$ cat src/rtl/alu_pkg.sv
// Shared Int_ALU definitions: nibble width and the add_sequencer state encoding.
package alu_pkg;

  localparam int NIBBLE_W = 4;

  typedef logic [1:0] add_seq_state_t;

  localparam add_seq_state_t IDLE = 2'd0;
  localparam add_seq_state_t RUN  = 2'd1;
  localparam add_seq_state_t DONE = 2'd2;

endpackage

$ cat src/rtl/adder_4bit.sv
// Combinational 4-bit ripple adder slice shared by the Int_ALU addition path.
module adder_4bit (
  input  logic [3:0] a,
  input  logic [3:0] b,
  input  logic       cin,
  output logic [3:0] sum,
  output logic       cout
);

  assign {cout, sum} = {1'b0, a} + {1'b0, b} + {4'b0000, cin};

endmodule

$ cat src/rtl/add_sequencer.sv
// Multi-cycle WIDTH-bit adder that walks one adder_4bit slice across the operand nibbles.
// Define ADD_SEQ_SUB_EN to add the sub port and A-B support.
module add_sequencer
  import alu_pkg::*;
#(
  parameter int WIDTH = 16
) (
  input  logic             clk,
  input  logic             rst_n,
  input  logic             in_valid,
  output logic             in_ready,
  input  logic [WIDTH-1:0] a,
  input  logic [WIDTH-1:0] b,
  input  logic             cin,
`ifdef ADD_SEQ_SUB_EN
  input  logic             sub,
`endif
  output logic             out_valid,
  input  logic             out_ready,
  output logic [WIDTH-1:0] sum,
  output logic             cout,
  output logic             overflow
);

  localparam int NIBBLES = WIDTH / NIBBLE_W;
  localparam int IDX_W   = (NIBBLES > 1) ? $clog2(NIBBLES) : 1;
  localparam logic [IDX_W-1:0] LAST_IDX = IDX_W'(NIBBLES - 1);

  add_seq_state_t   state;
  logic [IDX_W-1:0] idx;
  logic [WIDTH-1:0] a_reg;
  logic [WIDTH-1:0] b_reg;
  logic             carry;
  logic [WIDTH-1:0] sum_reg;
  logic             cout_reg;
  logic             ovf_reg;

  logic [WIDTH-1:0]    b_eff;
  logic                carry_init;
  logic [NIBBLE_W-1:0] nib_a;
  logic [NIBBLE_W-1:0] nib_b;
  logic [NIBBLE_W-1:0] nib_sum;
  logic                nib_cout;

`ifdef ADD_SEQ_SUB_EN
  // Subtract is A + ~B + 1, so cin is ignored when sub is set.
  assign b_eff      = sub ? ~b : b;
  assign carry_init = sub ? 1'b1 : cin;
`else
  assign b_eff      = b;
  assign carry_init = cin;
`endif

  assign nib_a = a_reg[{idx, 2'b00} +: NIBBLE_W];
  assign nib_b = b_reg[{idx, 2'b00} +: NIBBLE_W];

  adder_4bit u_adder (
    .a    (nib_a),
    .b    (nib_b),
    .cin  (carry),
    .sum  (nib_sum),
    .cout (nib_cout)
  );

  always_ff @(posedge clk or negedge rst_n) begin
    if (!rst_n) begin
      state    <= IDLE;
      idx      <= '0;
      a_reg    <= '0;
      b_reg    <= '0;
      carry    <= 1'b0;
      sum_reg  <= '0;
      cout_reg <= 1'b0;
      ovf_reg  <= 1'b0;
    end else begin
      case (state)
        IDLE: begin
          if (in_valid) begin
            a_reg <= a;
            b_reg <= b_eff;
            carry <= carry_init;
            idx   <= '0;
            state <= RUN;
          end
        end
        RUN: begin
          sum_reg[{idx, 2'b00} +: NIBBLE_W] <= nib_sum;
          carry <= nib_cout;
          if (idx == LAST_IDX) begin
            // Final nibble: its sum MSB is the result sign used for overflow.
            cout_reg <= nib_cout;
            ovf_reg  <= (a_reg[WIDTH-1] == b_reg[WIDTH-1]) &&
                        (nib_sum[NIBBLE_W-1] != a_reg[WIDTH-1]);
            idx      <= '0;
            state    <= DONE;
          end else begin
            idx <= idx + 1'b1;
          end
        end
        DONE: begin
          if (out_ready) state <= IDLE;
        end
        default: state <= IDLE;
      endcase
    end
  end

  assign in_ready  = (state == IDLE);
  assign out_valid = (state == DONE);
  assign sum       = sum_reg;
  assign cout      = cout_reg;
  assign overflow  = ovf_reg;

endmodule

$ cat config.mk
export PLATFORM = sky130hd
export DESIGN_NAME = add_sequencer
export DESIGN_NICKNAME = d
export VERILOG_FILES = /design/src/rtl/alu_pkg.sv /design/src/rtl/adder_4bit.sv /design/src/rtl/add_sequencer.sv
export SDC_FILE = /design/constraint.sdc
export NUM_CORES = 1
export LEC_CHECK = 0
export BUFFER_PORTS_ARGS = -buffer_cell sky130_fd_sc_hd__buf_2
export CAP_MARGIN = 20
export CELL_PAD_IN_SITES_DETAIL_PLACEMENT = 0
export CELL_PAD_IN_SITES_GLOBAL_PLACEMENT = 2
export CORE_ASPECT_RATIO = 1.5
export CORE_UTILIZATION = 38
export CTS_BUF_LIST = sky130_fd_sc_hd__clkbuf_8 sky130_fd_sc_hd__clkbuf_16
export CTS_CLUSTER_DIAMETER = 150
export DETAILED_ROUTE_END_ITERATION = 7
export PLACE_DENSITY = 0.92
export SLEW_MARGIN = 10
export SYNTH_ARGS = -nofsm -noshare
export SYNTH_HDL_FRONTEND = slang
export SYNTH_SLANG_ARGS = --single-unit
$ cat constraint.sdc
create_clock -name clk -period 4.2 [get_ports clk]
set_clock_uncertainty 0.15 [all_clocks]
set_input_delay 0 -clock clk [delete_from_list [all_inputs] [get_ports clk]]
set_output_delay 0 -clock clk [all_outputs]
set_load 0.1 [all_outputs]
==> results of run 1 <==
-- critical path, delay by kind of cell (launching register included) --
kind            cells  cell delay [ns]
compound gates      1             0.25
fa+ha+maj           2             0.91
buf+inv             1             0.09
flops               1             0.80
mux                 1             0.61
-- worst max path at each step --
stage | end | slack (ns) | cells past startpoint
2_1_floorplan | sum[1] | 1.55 | 6
6_report | sum[1] | 1.31 | 5
4_1_cts | sum[1] | 1.28 | 5
3_3_place_gp | sum[1] | 1.34 | 5
5_1_grt | carry | 1.10 | 8
3_5_place_dp | sum[1] | 1.30 | 5
-- metal layers --
metal	share of wire	track usage
met1	0.40	0.193
met2	0.55	0.301
met3	0.034	0.0283
met4	0.017	0.0644
met5	0	0
-- per-stage QoR --
| stage | cell area, um^2 | utilization |
|---|---|---|
| 4_1_cts | 3370 | 0.520 |
| 6_report | 3370 | 0.520 |
| 3_5_place_dp | 2920 | 0.449 |
| 3_3_place_gp | 2920 | 0.449 |
| 5_1_grt | 3370 | 0.520 |
| 2_1_floorplan | 2560 | - |
-- layout make-up --
class                           instances  area [um^2]
Clock buffer                            5         68.8
Timing Repair Buffer                   93          646
Inverter                                9         33.8
Tap cell                               76         95.1
Multi-Input combinational cell        126         1110
Fill cell                             595         3110
Sequential cell                        55         1380
Clock inverter                          2         37.5
-- cells in the mapped netlist (2+ instances only) --
master                      n  area share
sky130_fd_sc_hd__mux4_2     7       0.062
sky130_fd_sc_hd__nor2_1     5      0.0073
sky130_fd_sc_hd__o21ai_0   12       0.023
sky130_fd_sc_hd__a21oi_1    3      0.0059
sky130_fd_sc_hd__buf_4      3      0.0088
sky130_fd_sc_hd__o31ai_1    6       0.018
sky130_fd_sc_hd__nand2b_1   2      0.0049
sky130_fd_sc_hd__nand3_1    3      0.0059
sky130_fd_sc_hd__nand2_1   23       0.034
sky130_fd_sc_hd__inv_1      9       0.013
sky130_fd_sc_hd__mux2_2    32        0.14
sky130_fd_sc_hd__dfrtp_1   55        0.54
sky130_fd_sc_hd__buf_2      3      0.0059
sky130_fd_sc_hd__a22o_1     2      0.0068
sky130_fd_sc_hd__nand4_1    2      0.0049
sky130_fd_sc_hd__ha_1       9       0.044
sky130_fd_sc_hd__and3_1     2      0.0049
sky130_fd_sc_hd__fa_1       2       0.016
-- timing repair --
item / in CTS / in global routing
hold buffers: 35 / 0
setup buffers: 0 / 0
endpoints found under the hold margin: 89 / 0
-- kinds of logic (layout without fill, tap and decap cells) --
| logic type | count (synthesis) | in the layout | synth area share |
|---|---|---|---|
| simple gates | 45 | 45 | 0.0835 |
| xor+xnor | 1 | 1 | 0.00342 |
| flops | 55 | 55 | 0.537 |
| mux | 40 | 40 | 0.213 |
| buf+inv | 16 | 109 | 0.0293 |
| fa+ha+maj | 11 | 11 | 0.0596 |
| compound gates | 29 | 29 | 0.0743 |
==> flow_summary_export.csv, run 1 <==
group,metric,value,unit
route,drtAntennaViolNets,0,
global_route,grt_pass1_wl,9.04,mm
clocking,clk_pin_slew_worst_paths,0.09,ns
route,avgRoutedWirePerCell,14.6,um
synth,synth_cells,197,
sta,fin_crit,2.89,ns
synth,syn-mean-instance-area,13.0,um^2
setup_path,rrSetupSlack,1.31,ns
route,route.detailed.drc,0,
clocking,clock_sinks,55,
setup_path,worst-setup-path-type,"register to register",
setup_path,critical_path.cell_chain,"mux4_2 -> fa_1 -> inv_1 -> fa_1 -> o31ai_1",
sta,totalNegativeSetupSlack,0,ns
sta,min_period_over_period,0.689,
clocking,clkLatencyLatePin,0.31,ns
final_layout,layout-drive-gt1-share,0.372,
place,dp_cells,324,
route,detail_route.iter0.violations,84,
setup_path,timing.critical_path.required,4.27,ns
clocking,max-clock-path-buffers,2,
floorplan,die_w,69.0,um
floorplan,dieArea,7080,um^2
place,place_ws,1.30,ns
global_route,vias_in_the_first_global_route,1898,
synth,synth_edf_count,0,
setup_path,rr_endpoint,"sum[1]",
setup_path,slowest_stage,"sky130_fd_sc_hd__dfrtp_1",
synth,synth-seq-cells,55,
global_route,globalRoute.totalOverflow,0,
final_layout,final-instance-count-excl-fill,366,
sta,grt_setup_unrepaired,"no",
setup_path,worst_path_largest_cell_delay,0.80,ns
setup_path,cp_common_cell,"sky130_fd_sc_hd__fa_1",
floorplan,core-area,6490,um^2
route,finalWirelength,5.35,mm
route,vias_per_cell,4.95,
route,drt-pass1-iter-count,4,
sta,timing_worst_slew_pin_value,0.692,ns
final_layout,antenna_fix_cells,0,
sta,holdWs,0.196,ns
sta,finalSetupViolCount,0,
sta,worst_slew_margin_rel,0.539,
setup_path,worstSetupStartpointType,"register",
global_route,grtUsageTotal,0.165,
final_layout,final_common_cell,"sky130_fd_sc_hd__buf_2",
global_route,pin_count_of_the_biggest_net_entering_global_routing,56,
synth,synthArstFlopShare,1.00,
setup_path,crit_path_end_kind,"register",
min_path,worstHoldPathType,"input port to asynchronous set/reset pin",
synth,synth.distinct_cells,35,
clocking,cts_resized,0,
setup_path,startpoint,"idx[0]",
synth,synth.yosys.warnings,0,
sta,post_layout_worst_setup_margin,1.31,ns
floorplan,io_pins,57,
clocking,cts_tree,"yes",
final_layout,mostFrequentLayoutCells,"sky130_fd_sc_hd__buf_2 (56), sky130_fd_sc_hd__dfrtp_1 (55), sky130_fd_sc_hd__dlygate4sd3_1 (35)",
synth,number_of_nets_in_the_synthesized_netlist,245,
place,placement.io_buffers,56,
setup_path,r2r.worst_path.cells,5,
setup_path,crit_path_max_fanout,16,
final_layout,design.final.nets,338,
outcome,status,"completed",
synth,synth_sequential_area_ratio,0.537,
synth,synth_area,2560,um^2
floorplan,fp-row-count,36,
floorplan,floorplan.initialDensity,0.395,
setup_path,crit_arrival,2.96,ns
synth,synth_flop_cell,"sky130_fd_sc_hd__dfrtp_1",
sta,hold_violation_total_from_the_final_report,0,
clocking,clk_root_buffer_cell,"sky130_fd_sc_hd__clkbuf_8",
floorplan,die_height,103,um
route,routed-via-count,1813,
final_layout,layout-area-overhead-vs-synth,31.7,%
place,gp_congestion,0.763,
clocking,numCtsBuffers,5,
sta,clock.fmax,346,MHz
job,maxCapViolations,0,
place,dpl.hpwl,3.72,mm
global_route,antenna_found_initial,0,
clocking,cts_htree_levels,2,
sta,final_max_slew_viol_count,0,
setup_path,rr_startpoint,"idx[0]",
Power of run 1 is left out: the tool's default activity adds up to more than one toggle a clock period on the data nets, which glitch-free logic cannot reach.
==> run 2, diff against run 1 <==
--- a/config.mk
+++ b/config.mk
@@ -10,11 +10,11 @@
 export CELL_PAD_IN_SITES_DETAIL_PLACEMENT = 0
 export CELL_PAD_IN_SITES_GLOBAL_PLACEMENT = 2
 export CORE_ASPECT_RATIO = 1.5
-export CORE_UTILIZATION = 38
+export CORE_UTILIZATION = 32
 export CTS_BUF_LIST = sky130_fd_sc_hd__clkbuf_8 sky130_fd_sc_hd__clkbuf_16
 export CTS_CLUSTER_DIAMETER = 150
 export DETAILED_ROUTE_END_ITERATION = 7
-export PLACE_DENSITY = 0.92
+export PLACE_DENSITY = 0.84
 export SLEW_MARGIN = 10
 export SYNTH_ARGS = -nofsm -noshare
 export SYNTH_HDL_FRONTEND = slang
==> constraint.sdc (replaced) <==
create_clock -name clk -period 2.6 [get_ports clk]
set_clock_uncertainty 0.15 [all_clocks]
set_input_delay 0 -clock clk [delete_from_list [all_inputs] [get_ports clk]]
set_output_delay 0 -clock clk [all_outputs]
set_load 0.1 [all_outputs]
==> run 2 against run 1 <==
Effect of this change: cell area grew 5.3%; register-to-register slack lost 1.2 ns; utilization fell by 5.7 points; critical path type unchanged.
==> flow_summary_export.csv, run 2 (synthesized netlist as in run 1, its figures left out) <==
group,metric,value,unit
floorplan,die_height,112,um
global_route,antenna_found_initial,0,
final_layout,multiInputGateArea,1120,um^2
setup_path,crit_path_end_kind,"register",
setup_path,cp.depth,5,
sta,hold_violation_total_from_the_final_report,0,
min_path,worstHoldPathType,"input port to asynchronous set/reset pin",
clocking,clk_root_buffer_cell,"sky130_fd_sc_hd__clkbuf_16",
sta,final_max_slew_viol_count,0,
route,avgRoutedWirePerCell,13.9,um
setup_path,crit_arrival,2.50,ns
final_layout,register_area,1380,um^2
sta,worst_slew_margin_rel,0.575,
setup_path,cp_num_buf_inv,1,
setup_path,worst_path_largest_cell_delay,0.53,ns
floorplan,fp-row-count,39,
clocking,clkLatencyLatePin,0.29,ns
clocking,clock_sinks,55,
clocking,cts_htree_levels,2,
route,routed-via-count,1888,
route,finalWirelength,5.59,mm
clocking,max-clock-path-buffers,2,
clocking,cts_tree,"yes",
setup_path,cp_top_family,"adder cells",
job,maxCapViolations,0,
setup_path,timing.critical_path.required,2.64,ns
final_layout,design.final.nets,348,
floorplan,dieArea,8370,um^2
final_layout,layout-drive-gt1-share,0.402,
outcome,status,"completed",
route,drt-pass1-iter-count,4,
sta,finalSetupViolCount,0,
global_route,grtUsageTotal,0.150,
floorplan,die_w,75.0,um
global_route,globalRoute.totalOverflow,0,
route,vias_per_cell,4.68,
setup_path,worstSetupStartpointType,"register",
place,dpl.hpwl,4.10,mm
global_route,grt_pass1_wl,9.56,mm
global_route,pin_count_of_the_biggest_net_entering_global_routing,37,
final_layout,final_common_cell,"sky130_fd_sc_hd__buf_2",
place,placement.io_buffers,56,
sta,grt_setup_unrepaired,"no",
final_layout,antenna_fix_cells,0,
sta,post_layout_worst_setup_margin,0.142,ns
final_layout,layout-area-overhead-vs-synth,38.6,%
place,place_ws,-0.0184,ns
floorplan,core-area,7660,um^2
floorplan,floorplan.initialDensity,0.334,
clocking,numCtsBuffers,5,
final_layout,nFillCells,724,
sta,clock.fmax,407,MHz
setup_path,slowest_stage,"sky130_fd_sc_hd__mux4_2",
route,drtAntennaViolNets,0,
route,route.detailed.drc,0,
setup_path,cp_common_cell,"sky130_fd_sc_hd__fa_1",
sta,fin_crit,2.46,ns
setup_path,worst-setup-path-type,"register to register",
place,gp_congestion,0.729,
clocking,clk_pin_slew_worst_paths,0.07,ns
global_route,vias_in_the_first_global_route,2001,
setup_path,critical_path.cell_chain,"mux4_2 -> fa_1 -> inv_1 -> fa_1 -> o31ai_1",
floorplan,io_pins,57,
route,detail_route.iter0.violations,38,
sta,timing_worst_slew_pin_value,0.638,ns
setup_path,crit_path_max_fanout,7,
final_layout,mostFrequentLayoutCells,"sky130_fd_sc_hd__buf_2 (56), sky130_fd_sc_hd__dfrtp_1 (54), sky130_fd_sc_hd__dlygate4sd3_1 (35)",
sta,min_period_over_period,0.945,
setup_path,r2r.worst_path.cells,5,
## run 2: cell count changes in the layout (fill, tap and decap cells not counted), sizes merged
cell / delta
inv: +2
clkinvlp: -1
buf: +10
## run 2: layout make-up
type                            instances  share of cell area
Clock buffer                            5              0.0352
Clock inverter                          3              0.0120
Inverter                                9             0.00952
Multi-Input combinational cell        126               0.316
Sequential cell                        55               0.388
Tap cell                              102              0.0360
Timing Repair Buffer                  103               0.203
## run 2: per-layer routing
layer,part of all wire,track usage,up-vias
met2,0.54,0.262,47
met1,0.40,0.178,913
met3,0.027,0.0181,17
met5,0,0,-
met4,0.036,0.0667,0
li1,-,-,911
## run 2: final timing paths
path / slack, ns / endpoint / startpoint
max: 0.14 / sum[1] / idx[0]
min: 0.11 / a_reg[8] / rst_n
max reg2reg: 0.14 / sum[1] / idx[0]
min reg2reg: 0.32 / sum[2] / sum[2]
max in group asynchronous: 1.55 / sum[5] / rst_n
min in group clk: 0.30 / state[1] / out_ready
## run 2: through the flow
stage | cells | utilization | instance area, um^2 | setup TNS, ns | hold WS, ns
6_report | 403 | 0.463 | 3550 | 0 | 0.110
2_1_floorplan | 197 | - | 2560 | 0 | -0.446
3_5_place_dp | 358 | 0.393 | 3010 | -0.0184 | -0.0842
5_1_grt | 403 | 0.463 | 3550 | 0 | 0.211
4_1_cts | 401 | 0.460 | 3530 | 0 | 0.147
3_3_place_gp | 358 | 0.393 | 3010 | 0 | -0.0940
## run 2: repair_timing
item / in CTS / in global routing
setup endpoints to repair: 3 / 3
endpoints found under the hold margin: 60 / 0
hold buffers: 35 / 0
gates resized for setup: 1 / 2
buffers inserted: 0 / 2
Power of run 2 is left out for the same reason.
